--- src/rtl/ctrl_pkg.sv ---
// Shared definitions for the multi-cycle control unit: opcode encodings,
// FSM state encoding and default parameter values.
package ctrl_pkg;

  localparam int unsigned OPCODE_W_DEF  = 3;
  localparam int unsigned TIMEOUT_W_DEF = 4;

  localparam logic [2:0] OP_LOAD_A   = 3'b000;
  localparam logic [2:0] OP_LOAD_B   = 3'b001;
  localparam logic [2:0] OP_LOAD_IMM = 3'b010;
  localparam logic [2:0] OP_STORE    = 3'b011;
  localparam logic [2:0] OP_JMP      = 3'b100;
  localparam logic [2:0] OP_JMPZ     = 3'b101;
  localparam logic [2:0] OP_RET      = 3'b110;
  localparam logic [2:0] OP_ALU      = 3'b111;

  typedef enum logic [2:0] {
    ST_IDLE   = 3'd0,
    ST_FETCH  = 3'd1,
    ST_DECODE = 3'd2,
    ST_EXEC   = 3'd3,
    ST_MEM    = 3'd4
  } state_t;

  // Opcodes whose work is a memory transfer rather than a one-cycle execute.
  function automatic logic op_is_mem(input logic [2:0] op);
    return (op == OP_LOAD_A) || (op == OP_LOAD_B) || (op == OP_STORE);
  endfunction

endpackage

--- src/rtl/multicycle_control_unit_if.sv ---
// Request/ready handshake between the control unit and the
// variable-latency instruction/data memory.
interface multicycle_control_unit_if;
  logic mem_req;
  logic mem_we;
  logic mem_ready;

  modport master (output mem_req, output mem_we, input mem_ready);
  modport slave  (input mem_req, input mem_we, output mem_ready);
endinterface

--- src/rtl/ctrl_wait_timer.sv ---
// Memory wait counter: counts cycles a request is outstanding and flags the
// terminal count (all ones) used as the timeout threshold.
module ctrl_wait_timer #(
  parameter int unsigned TIMEOUT_W = 4
) (
  input  logic clk,
  input  logic rst_n,
  input  logic clear,
  input  logic enable,
  output logic tc
);

  logic [TIMEOUT_W-1:0] count;

  // Clear has priority over counting.
  always_ff @(posedge clk or negedge rst_n) begin
    if (!rst_n)      count <= '0;
    else if (clear)  count <= '0;
    else if (enable) count <= count + TIMEOUT_W'(1);
  end

  assign tc = (count == '1);

endmodule

--- src/rtl/multicycle_control_unit.sv ---
// Multi-cycle control unit for the accumulator processor. Sequences each
// instruction through FETCH/DECODE/EXEC/MEM, handshakes with a
// variable-latency memory and reports memory timeouts.
// Optional feature: define CTRL_JMPZ_EN to make opcode 101 (JMPZ) legal.
module multicycle_control_unit
  import ctrl_pkg::*;
#(
  parameter int unsigned OPCODE_W  = OPCODE_W_DEF,
  parameter int unsigned TIMEOUT_W = TIMEOUT_W_DEF
) (
  input  logic                        clk,
  input  logic                        rst_n,
  input  logic                        run,
  input  logic [OPCODE_W-1:0]         opcode,
  input  logic                        sel,
  input  logic                        zero,
  multicycle_control_unit_if.master   mem,
  output logic                        ir_load,
  output logic                        pc_inc,
  output logic                        load_A,
  output logic                        load_B,
  output logic                        wb_A,
  output logic                        wr_mem,
  output logic                        imm,
  output logic                        jmp,
  output logic                        ret,
  output logic                        busy,
  output logic                        illegal,
  output logic                        mem_err
);

  state_t     state, state_next;
  logic [2:0] op;
  logic       op_hi_zero;
  logic       op_legal;
  logic       req;
  logic       we;
  logic       tc;
  logic       timeout;

  assign op         = opcode[2:0];
  assign op_hi_zero = ((opcode >> 3) == '0);

`ifdef CTRL_JMPZ_EN
  assign op_legal = op_hi_zero;
`else
  assign op_legal = op_hi_zero && (op != OP_JMPZ);
  logic unused_zero;
  assign unused_zero = zero;
`endif

  assign timeout = tc && !mem.mem_ready;

  // The counter is held clear whenever no request is outstanding and on the
  // cycle a request ends, so it starts from zero on every FETCH/MEM entry.
  ctrl_wait_timer #(.TIMEOUT_W(TIMEOUT_W)) u_wait_timer (
    .clk    (clk),
    .rst_n  (rst_n),
    .clear  (!req || mem.mem_ready || tc),
    .enable (req && !mem.mem_ready),
    .tc     (tc)
  );

  // State register.
  always_ff @(posedge clk or negedge rst_n) begin
    if (!rst_n) state <= ST_IDLE;
    else        state <= state_next;
  end

  // Next-state and output decode from state, opcode and live inputs.
  always_comb begin
    state_next = state;
    req        = 1'b0;
    we         = 1'b0;
    ir_load    = 1'b0;
    pc_inc     = 1'b0;
    load_A     = 1'b0;
    load_B     = 1'b0;
    wb_A       = 1'b0;
    wr_mem     = 1'b0;
    imm        = 1'b0;
    jmp        = 1'b0;
    ret        = 1'b0;
    illegal    = 1'b0;
    mem_err    = 1'b0;
    case (state)
      ST_IDLE: begin
        if (run) state_next = ST_FETCH;
      end
      ST_FETCH: begin
        req = 1'b1;
        if (mem.mem_ready) begin
          ir_load    = 1'b1;
          pc_inc     = 1'b1;
          state_next = ST_DECODE;
        end else if (timeout) begin
          mem_err    = 1'b1;
          state_next = ST_IDLE;
        end
      end
      ST_DECODE: begin
        if (!op_legal) begin
          illegal    = 1'b1;
          state_next = run ? ST_FETCH : ST_IDLE;
        end else if (op_is_mem(op)) begin
          state_next = ST_MEM;
        end else begin
          state_next = ST_EXEC;
        end
      end
      ST_EXEC: begin
        case (op)
          OP_LOAD_IMM: begin
            imm    = 1'b1;
            load_A = sel;
            load_B = !sel;
          end
          OP_JMP: jmp  = 1'b1;
          OP_RET: ret  = 1'b1;
          OP_ALU: wb_A = 1'b1;
`ifdef CTRL_JMPZ_EN
          OP_JMPZ: jmp = zero;
`endif
          default: ;
        endcase
        state_next = run ? ST_FETCH : ST_IDLE;
      end
      ST_MEM: begin
        req = 1'b1;
        we  = (op == OP_STORE);
        if (mem.mem_ready) begin
          load_A     = (op == OP_LOAD_A);
          load_B     = (op == OP_LOAD_B);
          wr_mem     = (op == OP_STORE);
          state_next = run ? ST_FETCH : ST_IDLE;
        end else if (timeout) begin
          mem_err    = 1'b1;
          state_next = ST_IDLE;
        end
      end
      default: state_next = ST_IDLE;
    endcase
  end

  assign mem.mem_req = req;
  assign mem.mem_we  = we;
  assign busy        = (state != ST_IDLE);

endmodule
--- src/flat_wrapper.sv ---
// flat-port wrapper written by rule: the top's interface ports become plain ports
module multicycle_control_unit_flat import ctrl_pkg::*;
#(
  parameter int unsigned OPCODE_W  = OPCODE_W_DEF,
  parameter int unsigned TIMEOUT_W = TIMEOUT_W_DEF
)
  (clk, rst_n, run, opcode, sel, zero, ir_load, pc_inc, load_A, load_B, wb_A, wr_mem, imm, jmp, ret, busy, illegal, mem_err, mem_mem_req, mem_mem_we, mem_mem_ready);
  multicycle_control_unit_if mem_i ();
  input  logic clk;
  input  logic rst_n;
  input  logic run;
  input  logic [OPCODE_W-1:0] opcode;
  input  logic sel;
  input  logic zero;
  output logic ir_load;
  output logic pc_inc;
  output logic load_A;
  output logic load_B;
  output logic wb_A;
  output logic wr_mem;
  output logic imm;
  output logic jmp;
  output logic ret;
  output logic busy;
  output logic illegal;
  output logic mem_err;
  output wire logic [$bits(mem_i.mem_req)-1:0] mem_mem_req;
  output wire logic [$bits(mem_i.mem_we)-1:0] mem_mem_we;
  input wire logic [$bits(mem_i.mem_ready)-1:0] mem_mem_ready;
  assign mem_mem_req = mem_i.mem_req;
  assign mem_mem_we = mem_i.mem_we;
  assign mem_i.mem_ready = mem_mem_ready;
  multicycle_control_unit #(.OPCODE_W(OPCODE_W), .TIMEOUT_W(TIMEOUT_W)) u_core (.clk(clk), .rst_n(rst_n), .run(run), .opcode(opcode), .sel(sel), .zero(zero), .mem(mem_i), .ir_load(ir_load), .pc_inc(pc_inc), .load_A(load_A), .load_B(load_B), .wb_A(wb_A), .wr_mem(wr_mem), .imm(imm), .jmp(jmp), .ret(ret), .busy(busy), .illegal(illegal), .mem_err(mem_err));
endmodule
--- config.mk ---
export PLATFORM = sky130hd
export DESIGN_NAME = multicycle_control_unit_flat
export DESIGN_NICKNAME = d
export VERILOG_FILES = /design/src/rtl/ctrl_pkg.sv /design/src/rtl/multicycle_control_unit_if.sv /design/src/rtl/ctrl_wait_timer.sv /design/src/rtl/multicycle_control_unit.sv /design/src/flat_wrapper.sv
export SDC_FILE = /design/constraint.sdc
export NUM_CORES = 1
export LEC_CHECK = 0
export BUFFER_PORTS_ARGS = -buffer_cell sky130_fd_sc_hd__buf_2
export CORE_MARGIN = 2
export CORE_UTILIZATION = 30
export CTS_CLUSTER_DIAMETER = 30
export DETAILED_ROUTE_END_ITERATION = 7
export PLACE_DENSITY = 0.64
export REMOVE_ABC_BUFFERS = 1
export SKIP_CTS_REPAIR_TIMING = 1
export SYNTH_ARGS = -nofsm -noshare
export SYNTH_HDL_FRONTEND = slang
export SYNTH_HIERARCHICAL = 1
export SYNTH_SLANG_ARGS = --single-unit
--- constraint.sdc ---
create_clock -name clk -period 1.6 [get_ports clk]
set_input_delay 0.24 -clock clk [delete_from_list [all_inputs] [get_ports clk]]
set_output_delay 0.24 -clock clk [all_outputs]
set_load 0.01 [all_outputs]
# [Yosys cells after proc, flatten, opt, wreduce, memory -nomap -nowiden]
# Index checks and enable logic that the tools add are counted.
[totals] register_bits=7 inputBits=9 output_inout_bits=14 word_cells=65
[op_classes] n_mux=35 reduce_logical=14 n_addsub=1 n_eq_ne=13
[ops] cell="$mux W1" n=24
[ops] cell="$mux W3" n=6
[ops] cell="$pmux W3 S5" n=1
[ops] cell="$eq A3 B2 Y1 const B" n=4
[ops] cell="$eq A3 B3 Y1 const B" n=4
[ops] cell="$mux W4" n=2
[ops] cell="$eq A3 B1 Y1 const B" n=2
[ops] cell="$logic_not A3 Y1" n=2
[ops] cell="$add A4 B1 Y4 const B" n=1
[ops] cell="$eq A4 B4 Y1 const B" n=1
[ops] cell="$logic_or A1 B1 Y1" n=4
[ops] cell="$pmux W1 S2" n=2
[ops] cell="$logic_not A1 Y1" n=3
[ops] cell="$ne A3 B3 Y1 const B" n=1
[ops] cell="$reduce_bool A3 Y1" n=1
[ops] cell="$logic_and A1 B1 Y1" n=2
[ops] cell="$ne A2 B2 Y1 const B" n=1
[ops] cell="$reduce_bool A2 Y1" n=1
[ops] cell="$reduce_or A2 Y1" n=1

# [Longest topological paths before layout]
# Gate-level depths: netlist of run 1.
[logic_depth] depth_word=7 mapped_depth=5 mapped_depth_nobuf=5

# [By module]
# The synthesis of run 1 kept the hierarchy.
[modules_own_cells] mod="multicycle_control_unit" n_inst=1 area_per_inst_um2=329.1 seq_area_each_um2=75.1 cells_per_inst=46
[modules_own_cells] mod="ctrl_wait_timer" n_inst=1 area_per_inst_um2=198.9 seq_area_each_um2=100.1 cells_per_inst=17

# [Worst setup path before layout of run 1]
# No wires, ideal clock.
[synth_path] kind="register to register" startpoint="register u_core.state[2]" endpoint="register u_core.u_wait_timer.count[3]" synth_period_minus_slack_ns=1.690 path_buffers=0 path_stages_with_launch=5 required_time_ns=1.475 arrival_time_ns=1.565 path_slack_ns=-0.090 cell_sequence="dfrtp_1 -> xnor2_1 -> nor3_1 -> nand4_1 -> mux2_4"
[synth_via] elab_chain_cells=7 elab_cells_between_ends=10 cone_classes="eq/ne (2); mux (2); reduce/logical (6)"
[synth_rtl] element="from (decl)" line="multicycle_control_unit.sv:32" text="state_t state, state_next;"
[synth_rtl] element="from (signal assigned)" line="multicycle_control_unit.sv:67" text="else state <= state_next;"
[synth_rtl] element="$eq A3 B1 Y1 / $eq A3 B3 Y1 (equally long branches)" line="multicycle_control_unit.sv:86" text="case (state)"
[synth_rtl] element="$reduce_or A2 Y1 (no line) (*)"
[synth_rtl] element="$mux W1 (*)" line="multicycle_control_unit.sv:86"
[synth_rtl] element="$logic_not A1 Y1" line="multicycle_control_unit.sv:59" text=".clear (!req || mem.mem_ready || tc),"
[synth_rtl] element="$logic_or A1 B1 Y1 (2 in series)" line="multicycle_control_unit.sv:59"
[synth_rtl] element="$mux W4 / $reduce_bool A2 Y1 (equally long branches)"
[synth_rtl] element="to (signal assigned)" line="ctrl_wait_timer.sv:19" text="else if (enable) count <= count + TIMEOUT_W'(1);"
[synth_rtl] element="to (decl)" line="ctrl_wait_timer.sv:13" text="logic [TIMEOUT_W-1:0] count;"
# Every way passes the cells marked *; elsewhere a longest branch is shown, timed or not.
# A chain may end at the register's enable or synchronous reset.

# [Worst setup path after layout of run 1]
[layout_path] startpoint="register u_core.state[2]" endpoint="output port load_B"
[layout_via] elab_chain_cells=2 elab_cells_between_ends=3 cone_classes="eq/ne (2); mux (1)"
[layout_rtl] element="$eq A3 B3 Y1 / $eq A3 B2 Y1 (equally long branches)" line="multicycle_control_unit.sv:86"
[layout_rtl] element="$pmux W1 S2 (*)" line="multicycle_control_unit.sv:86"
[layout_rtl] element="to (decl)" line="flat_wrapper.sv:18" text="output logic load_B;"
# Marked as above.

==> results.toml, run 1 <==
[outcome]
status = "finished with violations"
violations = "negative setup slack"

[logic_synthesis]
ys_seq_area_share_pct = 33.2
synth.area.top_cells = "dfrtp_1 (33%), nor2_1 (6.4%), nor3_1 (3.8%)"
ys_warn_count = 6
synth-main-ff-cell = "dfrtp_1"
synth_cells = 63
yosysTopAreaCellShare_pct = 33.2
ys_ff_latch = 7
ys_types = 31
synth_edf_count = 0
postSynthAreaPerCell_sq_um = 8.38
netlist_area_sq_um = 528
synth_area_leader_cell = "dfrtp_1"
async_reset_ff_share_pct = 100

[cts]
clk-insertion-delay-late_ns = 0.25
cts_buffers = 3
clockRootBuffer = "clkbuf_4"
htree_levels = 1
path_clk_slew_ns = 0.05
cts_tree = "built"
cts.sinks = 7
clk_path_buf_depth = 2

[cells_and_area]
regArea_sq_um = 176
fin_cells = 111
fill_cells = 178
finalNetCount = 105
drive_above_1_share_pct = 42.6
synthToLayoutAreaGrowth_pct = 44.1
final_area_sq_um = 761
multi_input_area_sq_um = 354
antenna_cells = 0

[placement]
numPlacedInstances = 106
dp_hpwl_microns = 1010
io_buffers = 21
dpl_cell_area_sq_um = 692
gp_congestion = 0.706

[setup_path]
max_stage_delay_ns = 0.40
crit_type = "flop to primary output"
cp.buffers_inverters = 1
crit_required_ns = 1.36
r2r_slack_ns = 0.09
crit_family = "simple AND/OR/NAND/NOR gates"
crit_path_end_kind = "primary output"
cp_max_fo = 4
critPathSlowestCell = "dfrtp_1"
path_cells = "and2b_2, nand3_2, or4_1, o21ai_0, buf_2"
startpoint_type = "flop"
crit_arrival_ns = 1.59

[power_and_ir_drop]
clkPwrFrac_pct = 16.7
leakagePower_nw = 0.378
pwr_density_cell_nw_per_um2 = 1260
switching_share_pct = 40.0
p_comb_share_pct = 55.7
p_int_w = 0.000576
seq_power_share_pct = 27.6
peakVddDrop_mv = 0.564
p_switching_w = 0.000384

[sta]
max_clock_freq_mhz = 548
setup_violations = 8
layout_setup_ws_ns = -0.226
slew_viol_final = 0
min_period_over_period_pct = 114
hold_violations = 0
tightest_slew_ns = 0.299
rsz0062_at_grt = "yes"
finClkSkew_ns = 0.00108
period_minus_slack_ns = 1.83
slew_headroom_pct = 79.8

[detailed_routing]
viasPerCell = 5.14
drc_errors = 0
via_count = 571
ant_nets = 0
drt_iter0_drc = 6
drt_wl_total_microns = 1350
dr.pass1.iters = 4
avgRoutedWirePerCell_microns = 12.1

[global_routing]
grt_pass1_vias = 505
antenna_found_initial = 0
grt.overflow.total = 0
grt_pass1_wl_microns = 1990
grt_max_degree = 8
grt_use_total_pct = 13.3

[floorplan]
die_w_microns = 46.0
io_pins = 23
initial_core_util_pct = 31.3
fp.dieH_microns = 46.0
dieArea_sq_um = 2110
design.core.area_sq_um = 1690
fp-row-count = 15

[job]
max-cap-violations = 0

[min_path]
hp-class = "input pin to flop"
[synthesized netlist by cell type, types with 2 or more instances]
master,count
nor3_1,4
and3_1,2
inv_1,3
dfrtp_1,7
nand2_1,4
nand2b_1,2
and2_1,2
xnor2_1,2
o21ai_0,4
buf_4,2
nor2_1,9
a211o_1,2
nand3b_1,2
[registers in the layout, indices dropped and copies added, names as in the netlist]
register                   cells
u_core/u_wait_timer/count      4
u_core/state                   3
[cells by family (layout without fill, tap and decap cells)]
kind of cell / count (synthesis) / after routing / synth area share (%)
AO/OA/AOI/OAI: 13 / 13 / 18.0
XOR/XNOR: 2 / 2 / 3.32
adder cells (fa/ha/maj): 1 / 1 / 2.37
buffers and inverters: 5 / 36 / 4.98
flip-flops: 7 / 7 / 33.2
multiplexers: 2 / 2 / 4.74
AND/OR/NAND/NOR: 33 / 33 / 33.4
[placed cells by master, fill, tap and decap left out, drive strengths merged, types with 2 or more instances in the layout]
cell,instances
and2,2
dfrtp,7
inv,3
a211o,2
nand2,4
buf,28
nand3b,2
nor3,4
xnor2,2
clkbuf,4
o21ai,4
and3,2
nor2,9
nand2b,2
[stage by stage]
step	util [%]	setup WS [ns]	total power [W]	setup TNS (ns)	hold WS (ns)
after global placement	41.0	0.0368	0.000769	0	0.0786
final	45.0	-0.226	0.000960	-0.687	0.338
after CTS	42.5	-0.247	0.000949	-1.07	-0.189
after global routing	45.0	-0.332	0.00105	-1.56	0.345
after floorplan	-	-0.134	0.000539	-0.134	-0.0556
after detailed placement	41.0	0.0382	0.000775	0	0.0846
[power groups by stage]
stage / combinational (W) / sequential, W / clock, W
final: 0.000535 / 0.000265 / 0.000160
after global routing: 0.000594 / 0.000271 / 0.000185
after CTS: 0.000515 / 0.000263 / 0.000171
after detailed placement: 0.000512 / 0.000263 / 0
after global placement: 0.000506 / 0.000263 / 0
after floorplan: 0.000265 / 0.000275 / 0
[routing by layer]
| layer | vias up | track usage (%) | part of all wire (%) |
|---|---|---|---|
| met5 | - | 0 | 0 |
| met4 | 0 | 6.86 | 1.1 |
| met3 | 2 | 2.38 | 5.7 |
| met2 | 22 | 24.4 | 52 |
| met1 | 260 | 14.0 | 41 |
| li1 | 287 | - | - |
[worst paths after layout]
kind,endpoint,start,depth (start not counted)
setup / recovery,load_B,u_core/state[2]$_DFFE_PN0P_,5
hold / removal,u_core/state[0]$_DFFE_PN0P_,mem_mem_ready,2
setup reg to reg,u_core/u_wait_timer/count[3]$_DFFE_PN0P_,u_core/state[0]$_DFFE_PN0P_,5
hold reg to reg,u_core/u_wait_timer/count[1]$_DFFE_PN0P_,u_core/u_wait_timer/count[1]$_DFFE_PN0P_,2
max in group asynchronous,u_core/state[0]$_DFFE_PN0P_,rst_n,2
min in group asynchronous,u_core/u_wait_timer/count[2]$_DFFE_PN0P_,rst_n,2
[area by class of cell]
type | instances | area share, %
inverter | 3 | 1.48
sequential | 7 | 23.2
tap | 17 | 2.80
timing repair buffer | 29 | 22.5
multi-input combinational | 51 | 46.5
clock buffer | 4 | 3.45
Note: power is estimated with default switching activity, not from simulation.
==> run 2: changes to the inputs <==
- CORE_MARGIN: 2 -> 8
==> run 2 against run 1 <==
Compared with the run above:
- the flow still finishes with violations (negative setup slack)
- clock power decreased by 4%
- power increased by 0.27%
- combinational power about the same
- largest cell class unchanged
- final cell count unchanged
- critical path type unchanged
==> results.toml, run 2 (synthesis results as in run 1) <==
[placement]
dp_hpwl_microns = 1130
dpl_cell_area_sq_um = 684
io_buffers = 21
gp_congestion = 0.781

[sta]
finalHoldWorstSlack_ns = 0.343
min_period_over_period_pct = 113
tightest_slew_ns = 0.314
period_minus_slack_ns = 1.81
setup_violations = 7
setup_tns_ns = -0.771
rsz0062_at_grt = "yes"
slew_viol_final = 0
layout_setup_ws_ns = -0.206
max_clock_freq_mhz = 554
hold_violations = 0
finClkSkew_ns = 0.00326
slew_headroom_pct = 78.8

[detailed_routing]
avgRoutedWirePerCell_microns = 12.9
drt_iter0_drc = 21
drt_wl_total_microns = 1430
viasPerCell = 5.08
drc_errors = 0
dr.pass1.iters = 4
ant_nets = 0
via_count = 564

[power_and_ir_drop]
peakVddDrop_mv = 0.841
leakagePower_nw = 0.381
pwr_density_cell_nw_per_um2 = 1250
total_power_w = 0.000963

[cells_and_area]
antenna_cells = 0
finalNetCount = 105
multi_input_area_sq_um = 362
largest_register_ffs = 4
top_regs = "u_core/u_wait_timer/count x4, u_core/state x3"
synthToLayoutAreaGrowth_pct = 46.0
layout_commonest_cell = "buf_2"
final_area_sq_um = 771
fill_cells = 185
finalCoreUtilization_pct = 45.6
layout_common_cells = "buf_2 (20), nor2_1 (8), buf_4 (7)"
top_register = "u_core/u_wait_timer/count"
drive_above_1_share_pct = 44.7
regArea_sq_um = 176

[floorplan]
fp.dieH_microns = 58.0
dieArea_sq_um = 3360
fp-row-count = 15
io_pins = 23
initial_core_util_pct = 31.3
die_w_microns = 58.0
design.core.area_sq_um = 1690

[global_routing]
grt_pass1_vias = 543
grt_pass1_wl_microns = 2250
grt.overflow.total = 0
antenna_found_initial = 0
grt_use_total_pct = 8.37
grt_max_degree = 10

[cts]
cts.sinks = 7
clk_path_buf_depth = 2
htree_levels = 1
clockRootBuffer = "clkbuf_4"
clk-insertion-delay-late_ns = 0.24
cts_tree = "built"
cts_buffers = 3
path_clk_slew_ns = 0.05

[outcome]
status = "finished with violations"
violations = "negative setup slack"

[setup_path]
crit_path_end_kind = "primary output"
r2r_start = "u_core/state[2]$_DFFE_PN0P_"
crit_arrival_ns = 1.57
cp_max_fo = 3
cp-startpoint = "u_core/state[2]$_DFFE_PN0P_"
crit_required_ns = 1.36
crit_type = "flop to primary output"
startpoint_type = "flop"

[job]
max-cap-violations = 0

[min_path]
hp-class = "input pin to asynchronous set/reset pin"
==> run 2: cell counts in the layout (fill, tap and decap cells not counted) <==
No cell type changed its count.
==> run 2: per-layer routing <==
layer / vias up / GRT usage, % / wire [microns]
li1: 291 / - / -
met1: 253 / 10.1 / 683
met2: 20 / 12.4 / 612
met3: 0 / 2.87 / 133
met4: 0 / 5.24 / 0
met5: - / 0 / 0
==> run 2: path summary, 6_finish.rpt <==
check                                                                end  slack, ns  cells past startpoint
worst max-delay path                                              load_B      -0.21                      5
worst min-delay path            u_core/u_wait_timer/count[0]$_DFFE_PN0P_       0.34                      2
worst max register to register  u_core/u_wait_timer/count[3]$_DFFE_PN0P_       0.03                      7
worst min register to register  u_core/u_wait_timer/count[1]$_DFFE_PN0P_       0.55                      2
max in group asynchronous                    u_core/state[0]$_DFFE_PN0P_       1.09                      2
min in group clk                             u_core/state[0]$_DFFE_PN0P_       0.37                      2
==> run 2: final cells by class <==
type | instances | area share, %
Tap cell | 17 | 2.76
Timing Repair Buffer | 29 | 22.6
Inverter | 3 | 1.46
Sequential cell | 7 | 22.9
Clock buffer | 4 | 3.41
Multi-Input combinational cell | 51 | 46.9
==> run 2: power by group <==
group | switching, W | total (W) | internal [W]
logic | 0.000265 | 0.000532 | 0.000268
clock network | 0.0000587 | 0.000153 | 0.0000948
registers | 0.0000603 | 0.000277 | 0.000217
total | 0.000384 | 0.000963 | 0.000579
==> run 2: worst max-delay path, cell delays in order, from the launching register on <==
cell and delay [ns]:
dfrtp_1 0.39, and2b_2 0.24, nand3_2 0.08, or4_1 0.40
o21ai_1 0.08, buf_2 0.14
==> run 2: stage by stage <==
step,worst slack (ns),std cells
final,-0.206,111
after global routing,-0.259,111
after CTS,-0.250,109
after detailed placement,0.000637,105
after global placement,0.00886,105
after floorplan,-0.134,61
==> run 3: changes to the inputs <==
- HOLD_SLACK_MARGIN: default -> 0.05
- PLACE_DENSITY: 0.64 -> 0.57
==> run 3 against run 2 <==
Compared with the run above:
- the flow still finishes with violations (negative setup slack)
- critical path depth is the same
- hold slack lost 0.0056 ns
- combinational power grew 4%
- clock skew grew 0.0057 ns
- final cell count grew 0.90%
- sequential power shrank 5%
- critical path type unchanged
- critical endpoint unchanged
- largest cell class unchanged
==> results.toml, run 3 (synthesis results as in run 1) <==
[detailed_routing]
drt_wl_total_microns = 1440
ant_nets = 0
drc_errors = 0
drt_iter0_drc = 7
dr.pass1.iters = 3
avgRoutedWirePerCell_microns = 12.8
via_count = 569
viasPerCell = 5.08

[setup_path]
crit_required_ns = 1.36
crit_path_end_kind = "primary output"
critPathSlowestCell = "or4_1"
max_stage_delay_ns = 0.41
crit_arrival_ns = 1.58
crit_type = "flop to primary output"
cp_max_fo = 3
path_cells = "and2b_2, nand3_2, or4_1, o21ai_1, buf_2"
startpoint_type = "flop"

[floorplan]
fp.dieH_microns = 58.0
die_w_microns = 58.0
dieArea_sq_um = 3360
initial_core_util_pct = 31.3
io_pins = 23
fp-row-count = 15
design.core.area_sq_um = 1690

[global_routing]
grt.overflow.total = 0
grt_max_degree = 8
grt_pass1_vias = 528
grt_pass1_wl_microns = 2210
grt_use_total_pct = 8.47
antenna_found_initial = 0

[cells_and_area]
synthToLayoutAreaGrowth_pct = 45.7
largest_register_ffs = 4
finalCoreUtilization_pct = 45.6
layout_commonest_cell = "buf_2"
top_register = "u_core/u_wait_timer/count"
antenna_cells = 0
finalNetCount = 106
top_regs = "u_core/u_wait_timer/count x4, u_core/state x3"
layout_common_cells = "buf_2 (21), nor2_1 (9), buf_4 (8)"
drive_above_1_share_pct = 44.2

[cts]
htree_levels = 1
clockRootBuffer = "clkbuf_4"
path_clk_slew_ns = 0.06
clk_path_buf_depth = 2
clk-insertion-delay-late_ns = 0.25
cts.sinks = 7
cts_buffers = 3
cts_tree = "built"

[power_and_ir_drop]
leakagePower_nw = 0.383
total_power_w = 0.000979
pwr_density_cell_nw_per_um2 = 1270
peakVddDrop_mv = 0.453

[outcome]
violations = "negative setup slack"
status = "finished with violations"

[sta]
layout_setup_ws_ns = -0.216
period_minus_slack_ns = 1.82
tightest_slew_ns = 0.302
setup_violations = 6
rsz0062_at_grt = "yes"
finClkSkew_ns = 0.00895
max_clock_freq_mhz = 551
slew_headroom_pct = 79.6
slew_viol_final = 0
hold_violations = 0
min_period_over_period_pct = 113

[placement]
gp_congestion = 0.747
io_buffers = 21
dp_hpwl_microns = 1110

[job]
max-cap-violations = 0

[min_path]
hp-class = "input pin to asynchronous set/reset pin"
[run 3: cell count changes in the layout (fill, tap and decap cells not counted), sizes merged]
cell	change
buf	+1
[run 3: final timing paths]
check	startpoint	to	slack, ns	cells after the start
max	u_core/state[2]$_DFFE_PN0P_	load_B	-0.22	5
min	rst_n	u_core/u_wait_timer/count[1]$_DFFE_PN0P_	0.34	2
max reg2reg	u_core/state[2]$_DFFE_PN0P_	u_core/u_wait_timer/count[3]$_DFFE_PN0P_	0.13	5
min reg2reg	u_core/state[0]$_DFFE_PN0P_	u_core/state[2]$_DFFE_PN0P_	0.51	1
max in group asynchronous	rst_n	u_core/state[0]$_DFFE_PN0P_	1.08	2
min in group clk	mem_mem_ready	u_core/state[0]$_DFFE_PN0P_	0.34	2
[run 3: area by class of cell]
| type | count | area [sq um] |
|---|---|---|
| Inverter | 3 | 11.3 |
| Clock buffer | 4 | 26.3 |
| Timing Repair Buffer | 30 | 175 |
| Fill cell | 181 | 920 |
| Sequential cell | 7 | 176 |
| Tap cell | 17 | 21.3 |
| Multi-Input combinational cell | 51 | 359 |
[run 3: layer usage]
layer / vias up / global-route usage (%) / routed length, microns
met5: - / 0 / 0
met4: 0 / 5.24 / 10
met3: 2 / 3.97 / 116
met2: 17 / 14.0 / 711
met1: 259 / 8.41 / 601
li1: 291 / - / -
[run 3: critical path: cells and delay by family (launching register included)]
kind / cells / cell delay, ns
buffers and inverters: 1 / 0.14
AOI/OAI and AO/OA: 1 / 0.08
and+or+nand+nor: 3 / 0.71
DFF: 1 / 0.39
[run 3: per-stage QoR]
stage | setup slack, ns | TNS, ns | cells | hold WS, ns | instance area (sq um)
floorplan | -0.134 | -0.134 | 61 | -0.0556 | 513
global placement | 0.0673 | 0 | 104 | 0.0837 | 677
detailed placement | 0.0535 | 0 | 104 | 0.0862 | 677
CTS | -0.236 | -1.04 | 108 | -0.197 | 703
global route | -0.306 | -1.30 | 112 | 0.348 | 769
finish | -0.216 | -0.515 | 112 | 0.338 | 769
[run 3: power breakdown]
part | leakage [nW] | internal (W) | total, W | switching [W]
registers | 0.0934 | 0.000217 | 0.000263 | 0.0000460
clock network | 0.0150 | 0.0000954 | 0.000164 | 0.0000685
logic | 0.275 | 0.000271 | 0.000552 | 0.000281
